**config.mk**
```make
export PLATFORM = sky130hd
export DESIGN_NAME = hazard_unit
export DESIGN_NICKNAME = d
export VERILOG_FILES = /design/src/rtl/hazard_pkg.sv /design/src/rtl/hazard_unit_mem_wait_fsm.sv /design/src/rtl/hazard_unit.sv
export SDC_FILE = /design/constraint.sdc
export NUM_CORES = 1
export LEC_CHECK = 0
export CORE_ASPECT_RATIO = 1.4
export CORE_MARGIN = 2
export CORE_UTILIZATION = 47
export CTS_CLUSTER_DIAMETER = 80
export DETAILED_ROUTE_END_ITERATION = 8
export PLACE_DENSITY_LB_ADDON = 0.12
export SYNTH_ARGS = -nofsm -noshare
export SYNTH_HDL_FRONTEND = slang
export SYNTH_SLANG_ARGS = --single-unit
```
**constraint.sdc**
```tcl
create_clock -name clk -period 2.65 [get_ports clk]
set_clock_uncertainty 0.15 [all_clocks]
set_input_delay 0.3975 -clock clk [delete_from_list [all_inputs] [get_ports clk]]
set_output_delay 0.3975 -clock clk [all_outputs]
set_load 0.05 [all_outputs]
```
**src/rtl/hazard_pkg.sv**
```systemverilog
// Shared encodings for the pipeline hazard unit.
// Forward selects, memory-wait FSM states and default timeout.
package hazard_pkg;

  typedef enum logic [1:0] {
    FWD_RF  = 2'b00,
    FWD_WB  = 2'b01,
    FWD_MEM = 2'b10
  } fwd_e;

  typedef enum logic [1:0] {
    S_IDLE = 2'b00,
    S_WAIT = 2'b01,
    S_ERR  = 2'b10
  } mstate_e;

  localparam int TIMEOUT_DEF = 255;

  // MEM result is younger than WB, so it wins.
  function automatic fwd_e fwd_sel(
    input logic [4:0] src,
    input logic [4:0] wreg_m,
    input logic       rw_m,
    input logic [4:0] wreg_w,
    input logic       rw_w
  );
    fwd_e sel;
    sel = FWD_RF;
    if (src != 5'd0 && src == wreg_m && rw_m)
      sel = FWD_MEM;
    else if (src != 5'd0 && src == wreg_w && rw_w)
      sel = FWD_WB;
    return sel;
  endfunction

endpackage

```
**src/rtl/hazard_unit_mem_wait_fsm.sv**
```systemverilog
// Data-memory wait-state tracker with timeout.
// ERR is sticky and left only through reset.
module mem_wait_fsm
  import hazard_pkg::*;
#(
  parameter int TIMEOUT = TIMEOUT_DEF
) (
  input  logic clk,
  input  logic rst,
  input  logic memreq,
  input  logic dmem_ready,
  output logic memstall,
  output logic bus_err
);

  localparam int CW = (TIMEOUT < 2) ? 1 : $clog2(TIMEOUT + 1);

  mstate_e       state_q, state_d;
  logic [CW-1:0] cnt_q, cnt_d;
  logic          bus_err_q, bus_err_d;

  always_comb begin
    state_d   = state_q;
    cnt_d     = cnt_q;
    bus_err_d = bus_err_q;
    memstall  = 1'b0;
    unique case (state_q)
      S_IDLE: begin
        if (memreq && !dmem_ready) begin
          memstall = 1'b1;
          state_d  = S_WAIT;
          cnt_d    = CW'(1);
        end
      end
      S_WAIT: begin
        if (dmem_ready) begin
          state_d = S_IDLE;
          cnt_d   = '0;
        end else begin
          memstall = 1'b1;
          if (cnt_q == CW'(TIMEOUT)) begin
            state_d   = S_ERR;
            bus_err_d = 1'b1;
          end else begin
            cnt_d = cnt_q + CW'(1);
          end
        end
      end
      S_ERR: begin
        memstall = 1'b1;
      end
      default: begin
        state_d = S_IDLE;
      end
    endcase
  end

  always_ff @(posedge clk) begin
    if (rst) begin
      state_q   <= S_IDLE;
      cnt_q     <= '0;
      bus_err_q <= 1'b0;
    end else begin
      state_q   <= state_d;
      cnt_q     <= cnt_d;
      bus_err_q <= bus_err_d;
    end
  end

  assign bus_err = bus_err_q;

endmodule

```
**src/rtl/hazard_unit.sv**
```systemverilog
// Pipeline hazard unit: forwarding, load-use stall,
// branch flush and memory wait-state stall priority.
module hazard_unit
  import hazard_pkg::*;
#(
  parameter int TIMEOUT = TIMEOUT_DEF
) (
  input  logic        clk,
  input  logic        rst,
  input  logic [4:0]  rsD,
  input  logic [4:0]  rtD,
  input  logic [4:0]  rsE,
  input  logic [4:0]  rtE,
  input  logic [4:0]  writeregE,
  input  logic [4:0]  writeregM,
  input  logic [4:0]  writeregW,
  input  logic        regwriteE,
  input  logic        regwriteM,
  input  logic        regwriteW,
  input  logic        memtoregE,
  input  logic        memwriteM,
  input  logic        memtoregM,
  input  logic        pcsrcM,
  input  logic        dmem_ready,
  output logic        stallF,
  output logic        stallD,
  output logic        stallE,
  output logic        stallM,
  output logic        flushD,
  output logic        flushE,
  output logic        flushW,
  output logic [1:0]  forwardAE,
  output logic [1:0]  forwardBE,
  output logic        bus_err,
  output logic [31:0] stall_cnt
);

  logic memreq;
  logic memstall;
  logic lwstall;
  logic any_stall;

  logic [31:0] stall_cnt_q, stall_cnt_d;

  assign memreq = memwriteM | memtoregM;

  mem_wait_fsm #(
    .TIMEOUT (TIMEOUT)
  ) u_fsm (
    .clk        (clk),
    .rst        (rst),
    .memreq     (memreq),
    .dmem_ready (dmem_ready),
    .memstall   (memstall),
    .bus_err    (bus_err)
  );

  assign forwardAE = fwd_sel(rsE, writeregM, regwriteM,
                             writeregW, regwriteW);
  assign forwardBE = fwd_sel(rtE, writeregM, regwriteM,
                             writeregW, regwriteW);

  assign lwstall = memtoregE & regwriteE
                 & (writeregE != 5'd0)
                 & ((writeregE == rsD) | (writeregE == rtD));

  // Memory stall freezes everything; a taken branch beats load-use.
  always_comb begin
    stallF = 1'b0;
    stallD = 1'b0;
    stallE = 1'b0;
    stallM = 1'b0;
    flushD = 1'b0;
    flushE = 1'b0;
    flushW = 1'b0;
    if (!rst) begin
      if (memstall) begin
        stallF = 1'b1;
        stallD = 1'b1;
        stallE = 1'b1;
        stallM = 1'b1;
        flushW = 1'b1;
      end else if (pcsrcM) begin
        flushD = 1'b1;
        flushE = 1'b1;
      end else if (lwstall) begin
        stallF = 1'b1;
        stallD = 1'b1;
        flushE = 1'b1;
      end
    end
  end

  assign any_stall = stallF | stallD | stallE | stallM;

  always_comb begin
    stall_cnt_d = stall_cnt_q;
    if (any_stall && stall_cnt_q != 32'hFFFF_FFFF)
      stall_cnt_d = stall_cnt_q + 32'd1;
  end

  always_ff @(posedge clk) begin
    if (rst)
      stall_cnt_q <= 32'd0;
    else
      stall_cnt_q <= stall_cnt_d;
  end

  assign stall_cnt = stall_cnt_q;

endmodule

```
Word level (Yosys, flattened, before mapping). Index checks and enable logic that the tools add are counted. Widths: inputs -> output; s select.

$add $sub $neg: 2. Eq/ne operators: 13. Mux-type cells: 27. Bitwise gates (word level): 9. Reductions and logical operators: 19.

Operators with widths (number): $add 32x1->32 const B (1); $ne 32x32->1 const B (1); $eq 5x5->1 (6); $mux 8 (3); $mux 1 (16); $pmux 8 s2 (1); $reduce_bool 5->1 (3); $logic_and 1x1->1 (10); $mux 2 (5); $reduce_and 3->1 (3); $add 8x1->8 const B (1); $eq 8x8->1 const B (1); $pmux 2 s3 (1); $or 1x1->1 (4); $and 1x1->1 (3); $ne 3x2->1 const B (1); $ne 3x3->1 const B (1); $pmux 1 s3 (1); $eq 2x1->1 const B (1); $eq 2x2->1 const B (1); $logic_not 2->1 (1); $ne 2x1->1 const B (1); $not 1->1 (2); $reduce_bool 2->1 (1); $logic_not 1->1 (1).

Bits in registers: 43. Bits of input ports: 45. Output and inout bits: 44. Word-level logic and storage cells: 74.

Depth between registers and ports, before layout. Gate-level depths: netlist of the first run.

Depth after elaboration: 10. Depth in mapped cells: 8.

Cells and area by module. A second synthesis of the first run with hierarchy kept.

Cells, all modules: 337. Area total of the unflattened synthesis: 2697.6 µm².

By module, submodules not included: hazard_unit (times used 1, cells an instance 269, area an instance 2128.3 µm², seq. area each 640.6 µm²); mem_wait_fsm (times used 1, cells an instance 68, area an instance 569.3 µm², seq. area each 220.2 µm²).

Worst setup path before layout of the first run. No wires, ideal clock.

Kind: input port to output port. Start: in rsE[1]. End: out forwardAE[0]. Arrival: 2.871 ns. Required time: 2.102 ns. Slack: -0.769 ns. Stages on the path: 4. Path buffers: 0. Cell sequence: or4_1 nor2_1 nor4_1 nor4_1.

Cells in the longest elaborated chain, start to end: 5.

Ends and longest elaborated chain: start: declaration (line hazard_unit.sv:12) `input logic [4:0] rsE,`; $eq 5x5->1 or $reduce_bool 5->1 (tied branches) (line hazard_pkg.sv:31, hazard_pkg.sv:29); $logic_and 1x1->1 (2 in series) (line hazard_pkg.sv:31) `else if (src != 5'd0 && src == wreg_w && rw_w)`; $mux 1 (line hazard_pkg.sv:31); $mux 2 (*) (line hazard_pkg.sv:29) `if (src != 5'd0 && src == wreg_m && rw_m)`; end: declaration (line hazard_unit.sv:32) `output logic [1:0] forwardAE,`.

Mark *: on every way between the ends. The rest lies on a longest branch, timed or not.

Worst setup path in the final report of the first run.
Start: in writeregE[0]. End: reg stall_cnt_q[14], in the netlist stall_cnt[14].

Cells in the longest elaborated chain, start to end: 10.

Ends and longest elaborated chain: start: declaration (line hazard_unit.sv:14) `input logic [4:0] writeregE,`; $eq 5x5->1 or $reduce_bool 5->1 (tied branches) (line hazard_unit.sv:65, hazard_unit.sv:64); $or 1x1->1 or $and 1x1->1 (tied branches) (line hazard_unit.sv:65, hazard_unit.sv:64); $and 1x1->1 (*) (line hazard_unit.sv:65) `& ((writeregE == rsD) | (writeregE == rtD));`; $mux 1 (*) (line hazard_unit.sv:86) `end else if (lwstall) begin`; $mux 1 (*) (line hazard_unit.sv:83) `end else if (pcsrcM) begin`; $mux 1 (*) (line hazard_unit.sv:77) `if (memstall) begin`; $mux 1 (*) (line hazard_unit.sv:76) `if (!rst) begin`; $or 1x1->1 (*) (2 in series) (line hazard_unit.sv:94) `assign any_stall = stallF | stallD | stallE | stallM;`; $logic_and 1x1->1 (*) (line hazard_unit.sv:98) `if (any_stall && stall_cnt_q != 32'hFFFF_FFFF)`; end signal: assignment (line hazard_unit.sv:106) `stall_cnt_q <= stall_cnt_d;`; end: declaration (line hazard_unit.sv:43) `logic [31:0] stall_cnt_q, stall_cnt_d;`.

Marks and branches as above. A chain may end at the register's enable or synchronous reset.

==> impl_metrics.toml, run 1 <==
[global_routing]
grt_pass1_vias = 2786
grt-ovfl-total = 0
antenna_found_initial = 1
grt_usage_pct = 24.5
grt_max_degree = 36
grt_pass1_wl_um = 13100

[sta]
tightest_slew_ps = 511
slew_violations = 0
period_needed_ps = 2570
setup_violations = 0
relSlewSlack_pct = 65.7
hold_violations = 0
period_share_pct = 97.1
setup-tns-final_ps = 0
max_freq_ghz = 0.389
holdWs_ps = 329
fin_ws_ps = 78.0
rsz0062_at_grt = "no"

[synthesis]
synth-edff-count = 0
synth_cell_types = 53
yosysTopAreaCell = "dfxtp_1"
synth_simple_gate_area_share_pct = 33.3
synth.most_common_cell = "dfxtp_1"
avgSynthCellArea_sq_um = 8.57
netlist_top_cells_area = "dfxtp_1, xnor2_1, or4_1"
yosys_most_used_dff = "dfxtp_1"
async_flop_share_pct = 0
synthMuxAreaShare_pct = 3.05
syn_area_sq_um = 2790
netlist_instances = 326
synth_compound_area_share_pct = 15.5
synth_fa_ha_area_share_pct = 0.896
ys_warn_count = 0
synth_top_family_by_area = "simple AND/OR/NAND/NOR gates"
yosys-top-cells-count = "dfxtp_1, nand2_1, a21oi_1, xnor2_1, or4_1"
synth_top_area_share_pct = 30.8
synthXorXnorAreaFrac_pct = 11.3
synthesis.nets = 373
ys_seq_elements = 43
ys_seq_area_share_pct = 30.8

[drt]
top_layer_used = "met4"
drc = 0
dr.pass1.iters = 4
drt-initial-drc-count = 118
wl_met1_um = 3090
wl_per_cell_um = 15.7
wl_um = 7970
dr_wl_met3_um = 329
viasPerCell = 5.77
vias = 2924
routed-wl-met2_um = 4290
final_antenna_net_count = 0

[die]
pin_count = 89
die_w_um = 69.1
rows = 33
die-area_sq_um = 6580
initial_core_util_pct = 48.3
dieHeight_um = 95.2
fp.coreArea_sq_um = 5780

[critical_path]
cpMaxStageDelayCell = "clkdlybuf4s50_1"
cp_top_family = "buffers and inverters"
required_ps = 2740
cp.arrival_ps = 2660
slowest_delay_ps = 550
path_cells = "clkdlybuf4s50_1 -> buf_4 -> o211ai_2 -> nor3_1 -> a21oi_4 -> buf_4 -> buf_12 -> buf_4 -> or4_1 -> a21oi_1"
end_kind = "flop"
start_kind = "input pin"
cp_common_cell = "buf_4"
path_class = "input pin to flop"
critPathBufInv = 5
cp_max_fo = 25

[clock_tree]
h-tree-depth = 2
cts-root-buf = "clkbuf_8"
hold_buffers = 0
worstSkewPairLatency_ps = 300
cts_buffer_depth = 2
clk_pin_slew_ps = 80
cts_buffers = 5
cts_tree = "done"
cts.sinks = 43

[status]
status = "finished, final reports clean"

[place]
place_ws_ps = -122
place.gp.congestion = 0.802
portBuffers = 88
postPlaceCellArea_sq_um = 3960
dp_hpwl_um = 5960

[layout]
area_delta_synth_final_pct = 48.3
final_nets = 482
drive_gt1_share_pct = 18.6
fin_area_sq_um = 4140
fin_util_pct = 71.6

[pwr]
power_leakage_uw = 0.00149
power_density_nw_per_um2 = 330
ir_worst_vdd_mv = 0.273

[min_path]
hp-class = "flop to flop"

[job]
maxCapViolations = 0
==> registers in the layout (all words and copies together), names as in the netlist <==
name and count:
u_fsm.cnt_q 8, stall_cnt 32, u_fsm.bus_err 1, u_fsm.state_q 2
==> layout by cell type, fill, tap and decap left out, drive strengths merged, types with 3 or more instances in the layout <==
cell and count:
a21oi 28, and3 9, buf 43, clkbuf 6, clkdlybuf4s50 68, dfxtp 43, dlymetal6s2s 9, inv 7
mux2 5, nand2 27, nand3 16, nand3b 3, nand4 19, nor2 22, nor2b 6, nor3 5
nor4 7, nor4b 4, o21ai 6, o311ai 3, o31ai 17, o41ai 4, or4 21, xnor2 26
xor2 10
==> where the power goes <==
| part | internal, uW | switching [uW] |
|---|---|---|
| sequential | 650 | 6.45 |
| combinational | 153 | 144 |
| clock | 184 | 228 |
==> worst paths after layout <==
path | start | to | slack, ps | cells after the start
worst max-delay path | writeregE[0] | stall_cnt[14]$_SDFFE_PP0P_ | 80 | 10
worst min-delay path | u_fsm.bus_err$_SDFFE_PP0P_ | u_fsm.bus_err$_SDFFE_PP0P_ | 330 | 2
worst max register to register | stall_cnt[11]$_SDFFE_PP0P_ | stall_cnt[21]$_SDFFE_PP0P_ | 250 | 7
worst min register to register | u_fsm.bus_err$_SDFFE_PP0P_ | u_fsm.bus_err$_SDFFE_PP0P_ | 330 | 2
==> layer usage <==
metal  vias to the layer above  track usage (%)
li1                       1447                -
met2                        80             46.4
met1                      1377             25.9
met3                        20             4.65
met4                         0             12.3
met5                         -                0
==> metrics by stage <==
step	total power, uW	cells
finish	1370	507
global route	1430	507
CTS	1380	504
detailed placement	961	495
global placement	958	495
floorplan	810	326
==> logic make-up (layout without fill, tap and decap cells) <==
logic type,count (synthesis),after routing
buf+inv,25,135
flops,43,43
other cells,0,1
simple gates,150,150
mux,6,6
xor+xnor,36,36
compound gates,64,64
fa+ha+maj,2,2
==> cell type report <==
type                            count  area (sq um)
Timing Repair Buffer              120          1200
Antenna cell                        1          2.50
Tap cell                           70          87.6
Inverter                            7          26.3
Fill cell                         474          1640
Multi-Input combinational cell    258          1870
Clock inverter                      2          12.5
Clock buffer                        6          72.6
Sequential cell                    43           861
==> repair_timing <==
action | 4_1_cts | 5_1_grt
buffers inserted | 1 | 2
gates resized for setup | 0 | 18
endpoints found under the setup margin | 2 | 10
pin swaps | 1 | 5
==> worst register-to-register path, cell delays in order (launching register included) <==
cell     delay [ps]
dfxtp_1         470
nand4_4         180
nor4b_4         430
nand4_4         210
nor2_2          280
buf_4           340
or4_1           170
a21oi_1          60
No activity file was read; power rests on OpenSTA's default activity.
==> run 2: changes to the inputs <==
- CORE_UTILIZATION: 47 -> 40
==> impl_metrics.toml, run 2 (synthesis results as in run 1) <==
[critical_path]
end_kind = "output pin"
cp.arrival_ps = 2050
ff2ff_path_depth = 9
start_kind = "input pin"
required_ps = 2100
cp_top_family = "simple AND/OR/NAND/NOR gates"
slowest_delay_ps = 560
path_cells = "clkdlybuf4s50_1 -> or4_1 -> nor2_2 -> nor4_2 -> nor4_4 -> buf_12"
cpMaxStageDelayCell = "or4_1"
critPathBufInv = 2
path_depth = 6
path_class = "input pin to output pin"
cp_max_fo = 2

[sta]
max_freq_ghz = 0.384
setup_violations = 0
tightest_slew_ps = 581
slew_violations = 0
rsz0062_at_grt = "no"
holdWs_ps = 337
period_share_pct = 98.2
relSlewSlack_pct = 61.0
hold_violations = 0
fin_ws_ps = 48.6
period_needed_ps = 2600

[global_routing]
grt_max_degree = 25
grt_pass1_vias = 2710
antenna_found_initial = 0
grt_usage_pct = 21.1
grt-ovfl-total = 0
grt_pass1_wl_um = 12700

[clock_tree]
h-tree-depth = 2
clk_pin_slew_ps = 80
cts_buffers = 5
cts.sinks = 43
cts_tree = "done"
cts-root-buf = "clkbuf_8"
worstSkewPairLatency_ps = 300
cts_buffer_depth = 2
hold_buffers = 0

[pwr]
power_density_nw_per_um2 = 331
ir_worst_vdd_mv = 0.378
power_leakage_uw = 0.00145

[drt]
viasPerCell = 5.42
wl_um = 8110
dr.pass1.iters = 4
wl_per_cell_um = 15.3
final_antenna_net_count = 0
drc = 0
drt-initial-drc-count = 75
vias = 2881

[layout]
multiInputGateArea_sq_um = 1860
final_cells = 532
final_common_cell = "clkdlybuf4s50_1"
most-common-layout-cells = "clkdlybuf4s50_1, dfxtp_1, buf_4"
ff_latch_area_sq_um = 861
area_delta_synth_final_pct = 49.1
nFillCells = 658
n_antenna_cell = 0
fin_area_sq_um = 4170
largest_reg_flops = 32
final_nets = 483
drive_gt1_share_pct = 19.0

[min_path]
hp-class = "flop to flop"
whs_path_depth = 2

[place]
portBuffers = 88
place.gp.congestion = 0.818
dp_hpwl_um = 6310
placed_cells = 523
postPlaceCellArea_sq_um = 4030
place_ws_ps = -135

[die]
die_w_um = 74.6
rows = 36
initial_core_util_pct = 40.8
dieHeight_um = 103
die-area_sq_um = 7680
pin_count = 89
fp.coreArea_sq_um = 6850

[status]
status = "finished, final reports clean"

[job]
maxCapViolations = 0
[run 2: per-stage QoR]
stage / total power (uW) / TNS [ps] / utilization, %
6_report: 1380 / 0 / 60.8
3_3_place_gp: 962 / -1740 / 58.9
4_1_cts: 1390 / 0 / 60.3
2_1_floorplan: 810 / 0 / -
5_1_grt: 1430 / 0 / 60.8
3_5_place_dp: 964 / -2420 / 58.9
[run 2: layer usage]
layer | vias to the layer above | wire, um | track usage, %
met5 | - | 0 | 0
met4 | 0 | 167 | 7.14
met3 | 15 | 293 | 3.32
met2 | 53 | 4570 | 41.7
met1 | 1371 | 3080 | 21.9
li1 | 1442 | - | -
[run 2: worst min-delay path: cells and delay by family, from the launching register on]
family | cells | cell delay, ps
DFF | 1 | 330
and+or+nand+nor | 1 | 70
AOI/OAI and AO/OA | 1 | 50
[run 2: power breakdown]
| part | internal (uW) | switching [uW] | total, uW | leakage (uW) |
|---|---|---|---|---|
| Clock | 183 | 239 | 422 | 0.0000402 |
| Combinational | 154 | 144 | 299 | 0.00106 |
| Sequential | 650 | 6.46 | 656 | 0.000347 |
[run 2: timing repair]
action	4_1_cts	5_1_grt
setup endpoints to repair	3	17
endpoints found under the hold margin	0	0
pin swaps	1	1
setup buffers	1	0
resized for setup	2	9
[run 2: worst paths after layout]
check,startpoint,end,slack [ps]
min,u_fsm.cnt_q[1]$_SDFFE_PP0P_,u_fsm.cnt_q[1]$_SDFFE_PP0P_,340
max,rtE[1],forwardBE[0],50
max reg2reg,u_fsm.state_q[0]$_SDFFE_PP0P_,stall_cnt[13]$_SDFFE_PP0P_,270
min reg2reg,u_fsm.cnt_q[1]$_SDFFE_PP0P_,u_fsm.cnt_q[1]$_SDFFE_PP0P_,340
[run 2: final cells by class]
| cell class | count | area share (%) |
|---|---|---|
| Multi-Input combinational cell | 258 | 44.7 |
| Timing Repair Buffer | 121 | 29.0 |
| Sequential cell | 43 | 20.7 |
| Tap cell | 95 | 2.85 |
| Clock buffer | 5 | 1.65 |
| Inverter | 7 | 0.631 |
| Clock inverter | 3 | 0.481 |
